**config.mk**
```make
export PLATFORM = sky130hd
export DESIGN_NAME = sd_seq_monitor_flat
export DESIGN_NICKNAME = d
export VERILOG_FILES = /design/src/rtl/sd_seq_monitor_pkg.sv /design/src/rtl/sd_seq_monitor_if.sv /design/src/rtl/sd_sat_counter.sv /design/src/rtl/sd_seq_monitor.sv /design/src/flat_wrapper.sv
export SDC_FILE = /design/constraint.sdc
export NUM_CORES = 1
export LEC_CHECK = 0
export CORE_MARGIN = 2
export CORE_UTILIZATION = 30
export CTS_CLUSTER_SIZE = 16
export DETAILED_ROUTE_END_ITERATION = 8
export HOLD_SLACK_MARGIN = 0.15
export PLACE_DENSITY = 0.63
export SETUP_SLACK_MARGIN = 0.05
export SLEW_MARGIN = 20
export SYNTH_ARGS = -nofsm -noshare
export SYNTH_HDL_FRONTEND = slang
export SYNTH_SLANG_ARGS = --single-unit
```
**constraint.sdc**
```tcl
create_clock -name clk -period 5.6 [get_ports clk]
set_clock_uncertainty 0.1 [all_clocks]
set_input_delay 1.12 -clock clk [delete_from_list [all_inputs] [get_ports clk]]
set_output_delay 1.12 -clock clk [all_outputs]
set_load 0.02 [all_outputs]
```
**src/rtl/sd_seq_monitor_pkg.sv**
```systemverilog
// Shared definitions for the sequence monitor: state encodings, pattern reset
// value and the pattern-load sanitiser.
package sd_seq_monitor_pkg;

  localparam logic [1:0] ST_IDLE_ENC  = 2'd0;
  localparam logic [1:0] ST_SYNC_ENC  = 2'd1;
  localparam logic [1:0] ST_CHECK_ENC = 2'd2;
  localparam logic [1:0] ST_ERR_ENC   = 2'd3;

  localparam logic [7:0] PAT_RESET = 8'hFF;

  typedef enum logic [1:0] {
    ST_IDLE  = ST_IDLE_ENC,
    ST_SYNC  = ST_SYNC_ENC,
    ST_CHECK = ST_CHECK_ENC,
    ST_ERR   = ST_ERR_ENC
  } state_t;

  // An all-zero pattern would never assert drdy, so it is replaced by 8'h01.
  function automatic logic [7:0] pat_sanitize(input logic [7:0] p);
    return (p == 8'h00) ? 8'h01 : p;
  endfunction

endpackage

```
**src/rtl/sd_seq_monitor_if.sv**
```systemverilog
// srdy/drdy handshake bus between a data source and the sequence monitor.
interface sd_seq_monitor_if #(
  parameter int width = 8
);
  logic             c_srdy;
  logic             c_drdy;
  logic [width-1:0] c_data;

  modport master (output c_srdy, output c_data, input c_drdy);
  modport slave  (input c_srdy, input c_data, output c_drdy);
endinterface

```
**src/rtl/sd_sat_counter.sv**
```systemverilog
// Up-counter that sticks at all-ones instead of wrapping.
module sd_sat_counter #(
  parameter int width = 16
) (
  input  logic             clk,
  input  logic             reset,
  input  logic             inc,
  output logic [width-1:0] count
);

  logic [width-1:0] count_reg;

  always_ff @(posedge clk) begin
    if (reset) begin
      count_reg <= '0;
    end else if (inc && (count_reg != '1)) begin
      count_reg <= count_reg + width'(1);
    end
  end

  assign count = count_reg;

endmodule

```
**src/rtl/sd_seq_monitor.sv**
```systemverilog
// Checks that accepted words form an incrementing sequence, throttling
// acceptance with a rotating drdy pattern and counting good/bad words.
module sd_seq_monitor
  import sd_seq_monitor_pkg::*;
#(
  parameter int width     = 8,
  parameter int cnt_width = 16
) (
  input  logic                 clk,
  input  logic                 reset,
  sd_seq_monitor_if.slave      c,
  input  logic                 enable,
  input  logic                 load_pat,
  input  logic [7:0]           pat_in,
  output logic [cnt_width-1:0] ok_cnt,
  output logic [cnt_width-1:0] err_cnt,
  output logic                 err_flag,
  output logic [width-1:0]     bad_data,
  output logic                 synced
);

  state_t           state_reg, state_next;
  logic [7:0]       pat_reg;
  logic [width-1:0] exp_reg, exp_next;
  logic             err_flag_reg;
  logic [width-1:0] bad_data_reg;
  logic             xfer;
  logic             ok_inc, err_inc, mismatch;
  logic [1:0]       inc_vec;
  logic [cnt_width-1:0] cnt_vec [2];

  assign c.c_drdy = pat_reg[0] && (state_reg != ST_IDLE);
  assign xfer     = c.c_srdy && c.c_drdy;

  always_ff @(posedge clk) begin
    if (reset) begin
      pat_reg      <= PAT_RESET;
      state_reg    <= ST_IDLE;
      exp_reg      <= '0;
      err_flag_reg <= 1'b0;
      bad_data_reg <= '0;
    end else begin
      pat_reg   <= load_pat ? pat_sanitize(pat_in) : {pat_reg[0], pat_reg[7:1]};
      state_reg <= state_next;
      exp_reg   <= exp_next;
      if (mismatch) begin
        err_flag_reg <= 1'b1;
        bad_data_reg <= c.c_data;
      end
    end
  end

  always_comb begin
    state_next = state_reg;
    exp_next   = exp_reg;
    ok_inc     = 1'b0;
    err_inc    = 1'b0;
    mismatch   = 1'b0;
    case (state_reg)
      ST_IDLE: begin
        if (enable) state_next = ST_SYNC;
      end
      ST_SYNC: begin
        if (xfer) begin
          exp_next   = c.c_data + width'(1);
          state_next = ST_CHECK;
        end
      end
      ST_CHECK, ST_ERR: begin
        state_next = ST_CHECK;
        if (xfer) begin
          if (c.c_data == exp_reg) begin
            ok_inc   = 1'b1;
            exp_next = exp_reg + width'(1);
          end else begin
            err_inc    = 1'b1;
            mismatch   = 1'b1;
            exp_next   = c.c_data + width'(1);
            state_next = ST_ERR;
          end
        end
      end
      default: state_next = ST_IDLE;
    endcase
    // Dropping enable wins over any transition, but the word above still counts.
    if (!enable) state_next = ST_IDLE;
  end

  assign inc_vec = {err_inc, ok_inc};

  generate
    for (genvar gi = 0; gi < 2; gi++) begin : g_cnt
      sd_sat_counter #(.width(cnt_width)) u_cnt (
        .clk   (clk),
        .reset (reset),
        .inc   (inc_vec[gi]),
        .count (cnt_vec[gi])
      );
    end
  endgenerate

  assign ok_cnt   = cnt_vec[0];
  assign err_cnt  = cnt_vec[1];
  assign err_flag = err_flag_reg;
  assign bad_data = bad_data_reg;
  assign synced   = (state_reg == ST_CHECK) || (state_reg == ST_ERR);

endmodule

```
**src/flat_wrapper.sv**
```systemverilog
// flat-port wrapper written by rule: the top's interface ports become plain ports
module sd_seq_monitor_flat import sd_seq_monitor_pkg::*;
#(
  parameter int width     = 8,
  parameter int cnt_width = 16
)
  (clk, reset, enable, load_pat, pat_in, ok_cnt, err_cnt, err_flag, bad_data, synced, c_c_srdy, c_c_data, c_c_drdy);
  sd_seq_monitor_if #(.width(width)) c_i ();
  input  logic clk;
  input  logic reset;
  input  logic enable;
  input  logic load_pat;
  input  logic [7:0] pat_in;
  output logic [cnt_width-1:0] ok_cnt;
  output logic [cnt_width-1:0] err_cnt;
  output logic err_flag;
  output logic [width-1:0] bad_data;
  output logic synced;
  input wire logic [$bits(c_i.c_srdy)-1:0] c_c_srdy;
  input wire logic [$bits(c_i.c_data)-1:0] c_c_data;
  output wire logic [$bits(c_i.c_drdy)-1:0] c_c_drdy;
  assign c_i.c_srdy = c_c_srdy;
  assign c_i.c_data = c_c_data;
  assign c_c_drdy = c_i.c_drdy;
  sd_seq_monitor #(.width(width), .cnt_width(cnt_width)) u_core (.clk(clk), .reset(reset), .c(c_i), .enable(enable), .load_pat(load_pat), .pat_in(pat_in), .ok_cnt(ok_cnt), .err_cnt(err_cnt), .err_flag(err_flag), .bad_data(bad_data), .synced(synced));
endmodule
```
# Word-level counts from Yosys, hierarchy flattened
# Cells that the tools add are included.
# totals
regBits	59
latch_bits	0
mem_bits_rw	0
mem_bits_ro	0
input_bits	21
out_inout_bits	43
wordCells	48
mem_count	0
# op_classes
n_addsub	4
multipliers	0
n_div	0
magnitude_cmp	0
eq_ne	8
shift	0
mux	16
bitwise	1
reduce_logical	12
# ops
cell	n
$mux 8	5
$add 16x1->16 const B	2
$ne 16x16->1 const B	2
$add 8x1->8 const B	2
$pmux 8 s2	1
$eq 8x8->1	1
$logic_not 8->1	1
$mux 1	7
$pmux 2 s3	1
$eq 2x2->1 const B	2
$logic_and 1x1->1	4
$mux 2	2
$ne 2x1->1 const B	2
$reduce_bool 2->1	2
$reduce_or 2->1	2
$reduce_and 3->1	1
$eq 2x1->1 const B	1
$logic_not 2->1	1
$logic_or 1x1->1	1
$not 1->1	1

# Longest topological paths before layout
# Gate-level depths: netlist (run 1).
# depth
depth_word	6
depth_mapped	8
ltp_nobuf	6

# Cells and area by module
# A second synthesis (run 1) with hierarchy kept.
# hier_totals
cells_unflattened	354
hier_area_um2	3128.0
# by_module_without_submodules
mod	n_inst	cells_per_inst	area_per_inst_um2	seq_area_each_um2
sd_sat_counter	2	99	848.3	320.3
sd_seq_monitor	1	156	1431.4	540.5

# Least setup slack after synthesis (run 1)
# Ideal clock, no wire load.
# synth_timing
path_kind	input port to flip-flop
from	input port c_c_data[2]
to	register u_core.g_cnt[0].u_cnt.count_reg[2]
setup_ns	0.070
arrival_ns	2.605
required_time_ns	5.430
setup_slack_ns	2.824
stages	6
path_buffers	1
cell_sequence	xor2_1 > nor4_4 > nand3_4 > buf_6 > or4_1 > a21oi_1
# synth_between
elab_chain_len	5
# synth_rtl
item	line_no	text
start, declared	flat_wrapper.sv:20	input wire logic [$bits(c_i.c_data)-1:0] c_c_data;
$eq 8x8->1	sd_seq_monitor.sv:72	if (c.c_data == exp_reg) begin
$mux 1	sd_seq_monitor.sv:72	
$mux 1	sd_seq_monitor.sv:71	if (xfer) begin
$mux 1	sd_seq_monitor.sv:59	case (state_reg)
$logic_and 1x1->1	sd_sat_counter.sv:16	end else if (inc && (count_reg != '1)) begin
end signal, assigned	sd_sat_counter.sv:17	count_reg <= count_reg + width'(1);
end, declared	sd_sat_counter.sv:11	logic [width-1:0] count_reg;
# No other way between the ends.
# A chain may end at the register's enable or synchronous reset.

# Worst setup path in the final report (run 1)
# layout_timing
from	input port c_c_data[2]
to	register u_core.exp_reg[7]
# layout_between
elab_chain_len	4
word_cells_on_any_way	6
cone_classes	add/sub: 1; eq/ne: 1; mux: 4
# layout_rtl
item	line_no	text
$add 8x1->8 / $eq 8x8->1 (equally long branches)	sd_seq_monitor.sv:65, sd_seq_monitor.sv:78, sd_seq_monitor.sv:72	
$mux 8	sd_seq_monitor.sv:72	
$mux 8	sd_seq_monitor.sv:71	
$pmux 8 s2 (*)	sd_seq_monitor.sv:59	
end signal, assigned	sd_seq_monitor.sv:45	exp_reg <= exp_next;
end, declared	sd_seq_monitor.sv:24	logic [width-1:0] exp_reg, exp_next;
# Mark *: on every way between the ends. The rest lies on a longest branch, timed or not. The select of a mux whose other input is x is not followed.

==> metrics.yaml, run 1 <==
outcome: "finished clean"
fillers: 1036
finalMaxSlewViolations: 0
vias_per_cell: 5.253
grt_pass1_wl_um: 12940
holdBufCountCts: 0
drt_iter0_markers: 137
syn_to_final_growth_pct: 30.57
max_stage_delay_ns: 0.53
setup_tns_ns: 0
grt_pass1_vias: 2799
start_util_pct: 31.05
finalCriticalPeriod_ns: 3.492
drtPass1Iterations: 4
die_w_um: 104.8
leakagePower_nw: 1.275
core_um2: 9819
drc_errors: 0
wire_per_inst_um: 13.86
nets: 444
die-area_um2: 10990
worstSetupPathType: "in2reg"
cts_root_buf: "clkbuf_8"
slowest_stage: "clkdlybuf4s50_1"
synth_cell_type_count: 46
rows: 36
grt_remaining_overflow: 0
slew_headroom_pct: 31.37
cp.arrival_ns: 3.65
grt_usage_pct: 14.36
cts_resized: 0
ys_ff_latch: 59
fmax_mhz: 286.3
die_y_um: 104.8
vias: 2926
setup_viol: 0
largest_register_ffs: 32
synth_edf_count: 0
io_buffers: 63
async_reset_ff_share_pct: 0
min_path_type: "reg2reg"
clockBufferDepth: 2
ant_nets: 0
antenna_found_initial: 0
yosysSeqAreaShare_pct: 38.74
ir_drop_mv: 0.09569
path_cells: "clkdlybuf4s50_1, xor2_1, nor4_4, nand3_1, or3b_1, a211oi_1"
hold_violations: 0
ctsHtreeMaxLevel: 3
wl_um: 7718
postCtsSetupRepairBufs: 0
syn-cell-area_um2: 3049
rsz0062_at_grt: "no"
synth.most_common_cell: "dfxtp_1"
cp_data_required_time_ns: 5.76
cp-start-kind: "primary input"
postSynthCellCount: 364
cts_tree: "yes"
yosysWarningCount: 0
clk_latency_ns: 0.35
tightest_slew_ns: 1.022
dp_hpwl_um: 5595
synth_top_area_cell: "dfxtp_1"
synth_area_leaders: "dfxtp_1, a21oi_1, or4_1, o31ai_1, nand2_1"
cts_buffers: 9
grt_max_degree: 64
synth_flop_cell: "dfxtp_1"
synth_nets: 389
synth_top_area_share_pct: 38.74
place.gp.congestion: 0.8218
cp-end-kind: "flip-flop"
max_cap_viol_count: 0
p_per_area_nw_per_um2: 238.3
drive_gt1_share_pct: 6.604
syn_area_per_cell_um2: 8.377
cts.sinks: 59
synthTopCellsByCount: "dfxtp_1, a21oi_1, nand2_1"
num_io_pins: 64
path_max_fanout: 12
totalPowerFinal_uw: 948.7
min_period_over_period_pct: 62.37
cts.clk_slew.worst_paths_ns: 0.08
antenna_cells: 0
path summary, 6_finish.rpt:
path                        end          startpoint  cells after the start  slack [ns]
min reg2reg  u_core.bad_data[3]  u_core.bad_data[3]                      2        0.36
min          u_core.bad_data[3]  u_core.bad_data[3]                      2        0.36
max reg2reg   u_core.exp_reg[7]   u_core.exp_reg[2]                      5        3.06
max           u_core.exp_reg[7]         c_c_data[2]                      6        2.11
placed cells by master, fill, tap and decap left out, types with 3 or more instances in the layout:
cell	instances
clkbuf_8	9
a211oi_1	5
a21oi_1	39
or3_1	7
nand2_1	34
or4_1	19
nor3_1	6
ha_1	4
a21o_1	3
nor2_1	19
nand3_1	23
nor2b_1	11
clkdlybuf4s50_1	62
nand4_1	12
o21ai_0	10
a211o_1	7
and3_1	9
inv_1	7
mux2i_1	3
dfxtp_1	59
nand2b_1	4
xor2_1	10
mux2_2	4
xnor2_1	5
o31ai_1	18
power breakdown:
part	internal, mW	switching, mW
logic	0.0321	0.0380
registers	0.428	0.00650
clock network	0.253	0.191
total	0.713	0.236
cells by family after synthesis:
family                   share of synthesized area, %
AO/OA/AOI/OAI                                   19.41
AND/OR/NAND/NOR                                 29.54
adder cells (fa/ha/maj)                         1.641
XOR/XNOR                                        4.308
multiplexers                                    2.462
buffers and inverters                           3.898
flip-flops                                      38.74
critical path: cells and delay by family:
family	cells	cell delay (ns)
buffers and inverters	1	0.53
AOI/OAI and AO/OA	1	0.25
xor gates and xnor gates	1	0.24
and+or+nand+nor	3	1.52
through the flow:
step	utilization (%)	instances	setup slack, ns	instance area [µm²]	hold WS, ns
floorplan	-	364	2.824	3049	0.3894
global placement	38.25	541	1.874	3756	0.3514
detailed placement	38.25	541	1.740	3756	0.3456
CTS	40.55	557	2.147	3981	0.3562
global route	40.55	557	1.977	3981	0.3922
finish	40.55	557	2.108	3981	0.3559
final cells by class:
cell class / instances / area [µm²] / area share (%)
multi-input combinational: 278 / 1749 / 43.93
sequential: 59 / 1181 / 29.67
timing repair buffer: 64 / 633.1 / 15.90
tap: 133 / 166.4 / 4.180
clock buffer: 9 / 123.9 / 3.111
clock inverter: 7 / 101.3 / 2.546
inverter: 7 / 26.28 / 0.6600
routing by layer:
layer  up-vias  wire length [µm]  global-route usage [%]
li1       1464                 -                       -
met3        14               318                   3.556
met4         0               155                   6.571
met5         -                 0                       0
met1      1384              3566                   16.79
met2        64              3677                   24.63
Power figures use the tool's default switching activity.
==> run 2, diff against run 1 <==
clock period = 3.3 ns   (was 5.6 ns; I/O delays follow)
==> run 2 against run 1 <==
Net effect:
- critical path depth is the same
- clock power is 37% higher
- critical path type unchanged
- wire length increased by 0.38%
- non-clock buffer count grew 12
- register-to-register slack got worse by 2.0 ns
- utilization grew 0.46 points
- sequential power up 70%
- sequential share of layout area shrank 0.33 points
==> metrics.yaml, run 2 (synthesized netlist as in run 1, its figures left out) <==
slew_headroom_pct: 42.90  # was 31.37%
max_cap_viol_count: 0  # unchanged
dp_hpwl_um: 5622  # was 5595 µm
outcome: "finished clean"  # unchanged
drt_iter0_markers: 164  # was 137
path_max_fanout: 22  # was 12
rows: 36  # unchanged
placed_area_um2: 3846  # was 3756 µm²
vias: 2972  # was 2,926
clock_power_share_pct: 41.5  # was 46.9%
switching_power_uw: 375.1  # was 235.8 µW
worstSetupPathType: "in2reg"  # unchanged
ctsHtreeMaxLevel: 3  # unchanged
finalCriticalPeriod_ns: 2.754
grt_pass1_vias: 2865  # was 2,799
setup_tns_ns: 0  # unchanged
mostFrequentLayoutCell: "clkdlybuf4s50_1"  # unchanged
finalMaxSlewViolations: 0  # unchanged
share_seq_of_total_power_pct: 50.1  # was 45.8%
antenna_found_initial: 0  # unchanged
cp.arrival_ns: 2.91  # was 3.65 ns
antenna_cells: 0  # unchanged
die_y_um: 104.8  # unchanged
drc_errors: 0  # unchanged
die_w_um: 104.8  # unchanged
nets: 456  # was 444
hold_violations: 0  # unchanged
postCtsSetupRepairBufs: 0  # unchanged
fillers: 1041  # was 1,036
cts_tree: "yes"  # unchanged
leakagePower_nw: 1.316  # was 1.275 nW
clockBufferDepth: 2  # unchanged
io_buffers: 63  # unchanged
ir_drop_mv: 0.1984  # was 0.09569 mV
wire_per_inst_um: 13.62  # was 13.86 µm
holdBufCountCts: 0  # unchanged
fin_area_um2: 4026  # was 3981 µm²
grt_pass1_wl_um: 13080  # was 12,940 µm
setup_viol: 0  # unchanged
cts_resized: 0  # unchanged
num_io_pins: 64  # unchanged
grt_max_degree: 49  # was 64
cts_buffers: 9  # unchanged
cp_data_required_time_ns: 3.46  # was 5.76 ns
multiInputGateArea_um2: 1749  # unchanged
start_util_pct: 31.05  # unchanged
cp-end-kind: "flip-flop"  # unchanged
cts.clk_slew.worst_paths_ns: 0.07  # was 0.08 ns
place.gp.congestion: 0.8985  # was 0.8218
tightest_slew_ns: 0.8487  # was 1.022 ns
die-area_um2: 10990  # unchanged
syn_to_final_growth_pct: 32.05  # was 30.57%
grt_remaining_overflow: 0  # unchanged
grt_usage_pct: 14.35  # was 14.36%
ant_nets: 0  # unchanged
holdWs_ns: 0.3575  # was 0.3559 ns
rsz0062_at_grt: "no"  # unchanged
drtPass1Iterations: 4  # unchanged
final_cell_mix: "clkdlybuf4s50_1, dfxtp_1, a21oi_1"  # unchanged
min_period_over_period_pct: 83.44
wl_um: 7747  # was 7718 µm
fmax_mhz: 363.2
cts_root_buf: "clkbuf_8"  # unchanged
cts.sinks: 59  # unchanged
clk_latency_ns: 0.33  # was 0.35 ns
min_path_type: "reg2reg"  # unchanged
register_area_um2: 1181  # unchanged
largest_register_ffs: 32  # unchanged
core_um2: 9819  # unchanged
vias_per_cell: 5.223  # was 5.253
p_per_area_nw_per_um2: 365.5  # was 238.3 nW/µm²
p_sw_share_pct: 25.49  # was 24.86%
p_int_mw: 1.097  # was 712.9 µW
drive_gt1_share_pct: 8.945  # was 6.604%
comb_power_share_pct: 8.5  # was 7.4%
cp-start-kind: "primary input"  # unchanged
[run 2: changes by cell type in the layout (fill, tap and decap cells not counted), sizes merged]
cell / change
inv: -1
bufinv: -2
buf: +12
clkbuf: +3
[run 2: final cells by class]
cell class / count / area share, %
flip-flops and latches: 59 / 29.33
multi-input cells: 278 / 43.44
well taps: 133 / 4.133
repair buffers: 76 / 17.96
clock inverters: 4 / 0.6215
clock buffers: 12 / 3.853
inverters: 7 / 0.6526
[run 2: final timing paths]
path                                         start                              end  slack (ns)  cells past startpoint
worst min register to register  u_core.bad_data[1]               u_core.bad_data[1]        0.36                      2
worst min-delay path            u_core.bad_data[1]               u_core.bad_data[1]        0.36                      2
worst max register to register   u_core.exp_reg[0]  u_core.g_cnt[0].u_cnt.count[12]        1.05                      5
worst max-delay path                   c_c_data[3]  u_core.g_cnt[0].u_cnt.count[12]        0.55                      6
[run 2: per-stage QoR]
step	power, mW	cells	setup slack, ns	utilization [%]
final	1.472	569	0.5465	41.00
after global routing	1.527	569	0.3924	41.00
after CTS	1.489	569	0.5493	41.00
after detailed placement	0.8772	553	0.1858	39.17
after global placement	0.8753	553	0.2769	39.17
after floorplan	0.8195	364	0.9845	-
[run 2: power by group through the flow]
stage | Clock (mW) | Combinational (mW) | Sequential (mW)
2_1_floorplan | 0 | 0.0685 | 0.751
5_1_grt | 0.653 | 0.135 | 0.739
3_3_place_gp | 0 | 0.123 | 0.752
6_report | 0.610 | 0.125 | 0.737
4_1_cts | 0.627 | 0.125 | 0.737
3_5_place_dp | 0 | 0.125 | 0.753
[run 2: worst max-delay path, stage by stage]
cell and delay [ns]:
clkdlybuf4s50_1 0.50, xor2_1 0.23, nor4_4 0.54, nand3_4 0.27, or4_1 0.53, a21oi_1 0.19
[run 2: layer usage]
| layer | track usage, % | share of wire (%) | up-vias |
|---|---|---|---|
| li1 | - | - | 1480 |
| met1 | 16.87 | 46 | 1421 |
| met2 | 24.54 | 49 | 57 |
| met3 | 3.993 | 4.2 | 14 |
| met4 | 5.810 | 1.5 | 0 |
| met5 | 0 | 0 | - |
==> run 3, diff against run 2 <==
PLACE_DENSITY = 0.65   (was 0.63)
clock period = 2.5 ns   (was 3.3 ns; I/O delays follow)
==> run 3 against run 2 <==
Net effect:
- via count up 1.6%
- sequential power up 32%
- wire length up 2.4%
- non-clock buffer count up 14
- combinational power up 42%
- total power up 47%
- first-iteration DRC count down 30%
- critical path type unchanged
- largest cell class unchanged
- largest power group is now the clock network
==> metrics.yaml, run 3 (synthesized netlist as in run 1, its figures left out) <==
outcome: "finished clean"  # unchanged
p_per_area_nw_per_um2: 509.6  # was 365.5 nW/µm²
path_max_fanout: 17  # was 22
min_path_type: "reg2reg"  # unchanged
totalPowerFinal_mw: 2.157  # was 1.472 mW
clk_latency_ns: 0.34  # was 0.33 ns
antenna_found_initial: 0  # unchanged
finalMaxSlewViolations: 0  # unchanged
rows: 36  # unchanged
p_int_mw: 1.662  # was 1.097 mW
worstSetupPathType: "in2reg"  # unchanged
leakagePower_nw: 1.448  # was 1.316 nW
cts_buffers: 9  # unchanged
rr_endpoint: "u_core.g_cnt[1].u_cnt.count[13]"  # was u_core.g_cnt[0].u_cnt.count[12]
wire_per_inst_um: 13.61  # was 13.62 µm
reg2reg_slack_ns: 0.28  # was 1.05 ns
cp-start-kind: "primary input"  # unchanged
cts.sinks: 59  # unchanged
p_sw_share_pct: 22.98  # was 25.49%
cp-end-kind: "flip-flop"  # unchanged
reg2reg_from: "u_core.exp_reg[2]"  # was u_core.exp_reg[0]
cp.arrival_ns: 2.59  # was 2.91 ns
cp_data_required_time_ns: 2.68  # was 3.46 ns
comb_power_share_pct: 8.2  # was 8.5%
drc_errors: 0  # unchanged
final_cell_mix: "clkdlybuf4s50_1, dfxtp_1, a21oi_1"  # unchanged
min_period_over_period_pct: 96.52
largest_register_ffs: 32  # unchanged
cts_root_buf: "clkbuf_8"  # unchanged
fin_area_um2: 4233  # was 4026 µm²
hold_violations: 0  # unchanged
rsz0062_at_grt: "yes"  # was no
drtPass1Iterations: 4  # unchanged
setup_viol: 0  # unchanged
vias: 3019  # was 2,972
grt_pass1_wl_um: 13280  # was 13,080 µm
setup_tns_ns: 0  # unchanged
antenna_cells: 0  # unchanged
tightest_slew_ns: 0.6444  # was 0.8487 ns
wl_um: 7933  # was 7747 µm
share_seq_of_total_power_pct: 45.1  # was 50.1%
drt_iter0_markers: 114  # was 164
die-area_um2: 10990  # unchanged
fin_cells: 583  # was 569
crit_start: "c_c_data[1]"  # was c_c_data[3]
final_util_pct: 43.11  # was 41.00%
nets: 470  # was 456
syn_to_final_growth_pct: 38.82  # was 32.05%
core_um2: 9819  # unchanged
drive_gt1_share_pct: 12.89  # was 8.945%
dp_hpwl_um: 5771  # was 5622 µm
die_y_um: 104.8  # unchanged
io_buffers: 63  # unchanged
endpoint: "u_core.g_cnt[1].u_cnt.count[13]"  # was u_core.g_cnt[0].u_cnt.count[12]
slew_headroom_pct: 57.04  # was 42.90%
rr_worst_depth: 8  # was 5
cts_tree: "yes"  # unchanged
place_inst: 567  # was 553
place.gp.congestion: 0.8104  # was 0.8985
vias_per_cell: 5.178  # was 5.223
num_io_pins: 64  # unchanged
postCtsSetupRepairBufs: 0  # unchanged
cts.clk_slew.worst_paths_ns: 0.07  # about the same
grt_remaining_overflow: 0  # unchanged
start_util_pct: 31.05  # unchanged
ctsHtreeMaxLevel: 3  # unchanged
clock_power_share_pct: 46.7  # was 41.5%
switching_power_uw: 495.6  # was 375.1 µW
die_w_um: 104.8  # unchanged
grt_max_degree: 35  # was 49
finalCriticalPeriod_ns: 2.413
max_cap_viol_count: 0  # unchanged
grt_pass1_vias: 2867  # was 2,865
ant_nets: 0  # unchanged
clockBufferDepth: 2  # unchanged
placed_area_um2: 3964  # was 3846 µm²
grt_usage_pct: 14.73  # was 14.35%
ir_drop_mv: 0.2588  # was 0.1984 mV
fmax_mhz: 414.4
-- run 3: per-layer routing --
metal | track usage [%] | wire, µm
met1 | 17.72 | 3540
met2 | 25.09 | 3965
met3 | 3.993 | 339
met4 | 5.333 | 87
met5 | 0 | 0
-- run 3: cell type report --
type	count	area, µm²
clock buffer	12	155.1
inverter	7	26.28
fill	1006	5587
multi-input combinational	278	1783
tap	133	166.4
clock inverter	4	72.57
timing repair buffer	90	848.3
sequential	59	1181
-- run 3: repair_timing --
| item | in CTS | in global routing |
|---|---|---|
| hold buffers | 0 | 0 |
| gates resized for setup | 0 | 8 |
| setup endpoints to repair | 0 | 8 |
-- run 3: power groups by stage --
stage	Sequential, mW	Combinational [mW]	Clock [mW]
2_1_floorplan	0.991	0.0904	0
3_3_place_gp	0.993	0.173	0
3_5_place_dp	0.994	0.175	0
4_1_cts	0.972	0.176	1.03
5_1_grt	0.976	0.194	1.08
6_report	0.973	0.177	1.01
-- run 3: stage by stage --
step	hold slack, ns	worst slack, ns
floorplan	0.3894	0.3445
global placement	0.3489	-0.2643
detailed placement	0.3526	-0.2994
CTS	0.3610	0.07657
global route	0.3844	0.02210
finish	0.3568	0.08708
-- run 3: critical path, cell delays in order --
cell and delay, ns:
clkdlybuf4s50_1 0.53, xor2_2 0.19, nor4_4 0.07, buf_4 0.16, buf_4 0.14, a21bo_1 0.19
buf_12 0.15, or4_1 0.51, a21oi_2 0.14
-- run 3: how the worst min path moves through the flow --
stage	from	end	slack, ns	depth (start not counted)
after floorplan	u_core.exp_reg[0]	u_core.exp_reg[0]	0.39	2
after global placement	u_core.bad_data[6]	u_core.bad_data[6]	0.35	2
after detailed placement	u_core.bad_data[0]	u_core.bad_data[0]	0.35	2
after CTS	u_core.bad_data[0]	u_core.bad_data[0]	0.36	2
after global routing	u_core.bad_data[1]	u_core.bad_data[1]	0.38	2
final	u_core.bad_data[0]	u_core.bad_data[0]	0.36	2
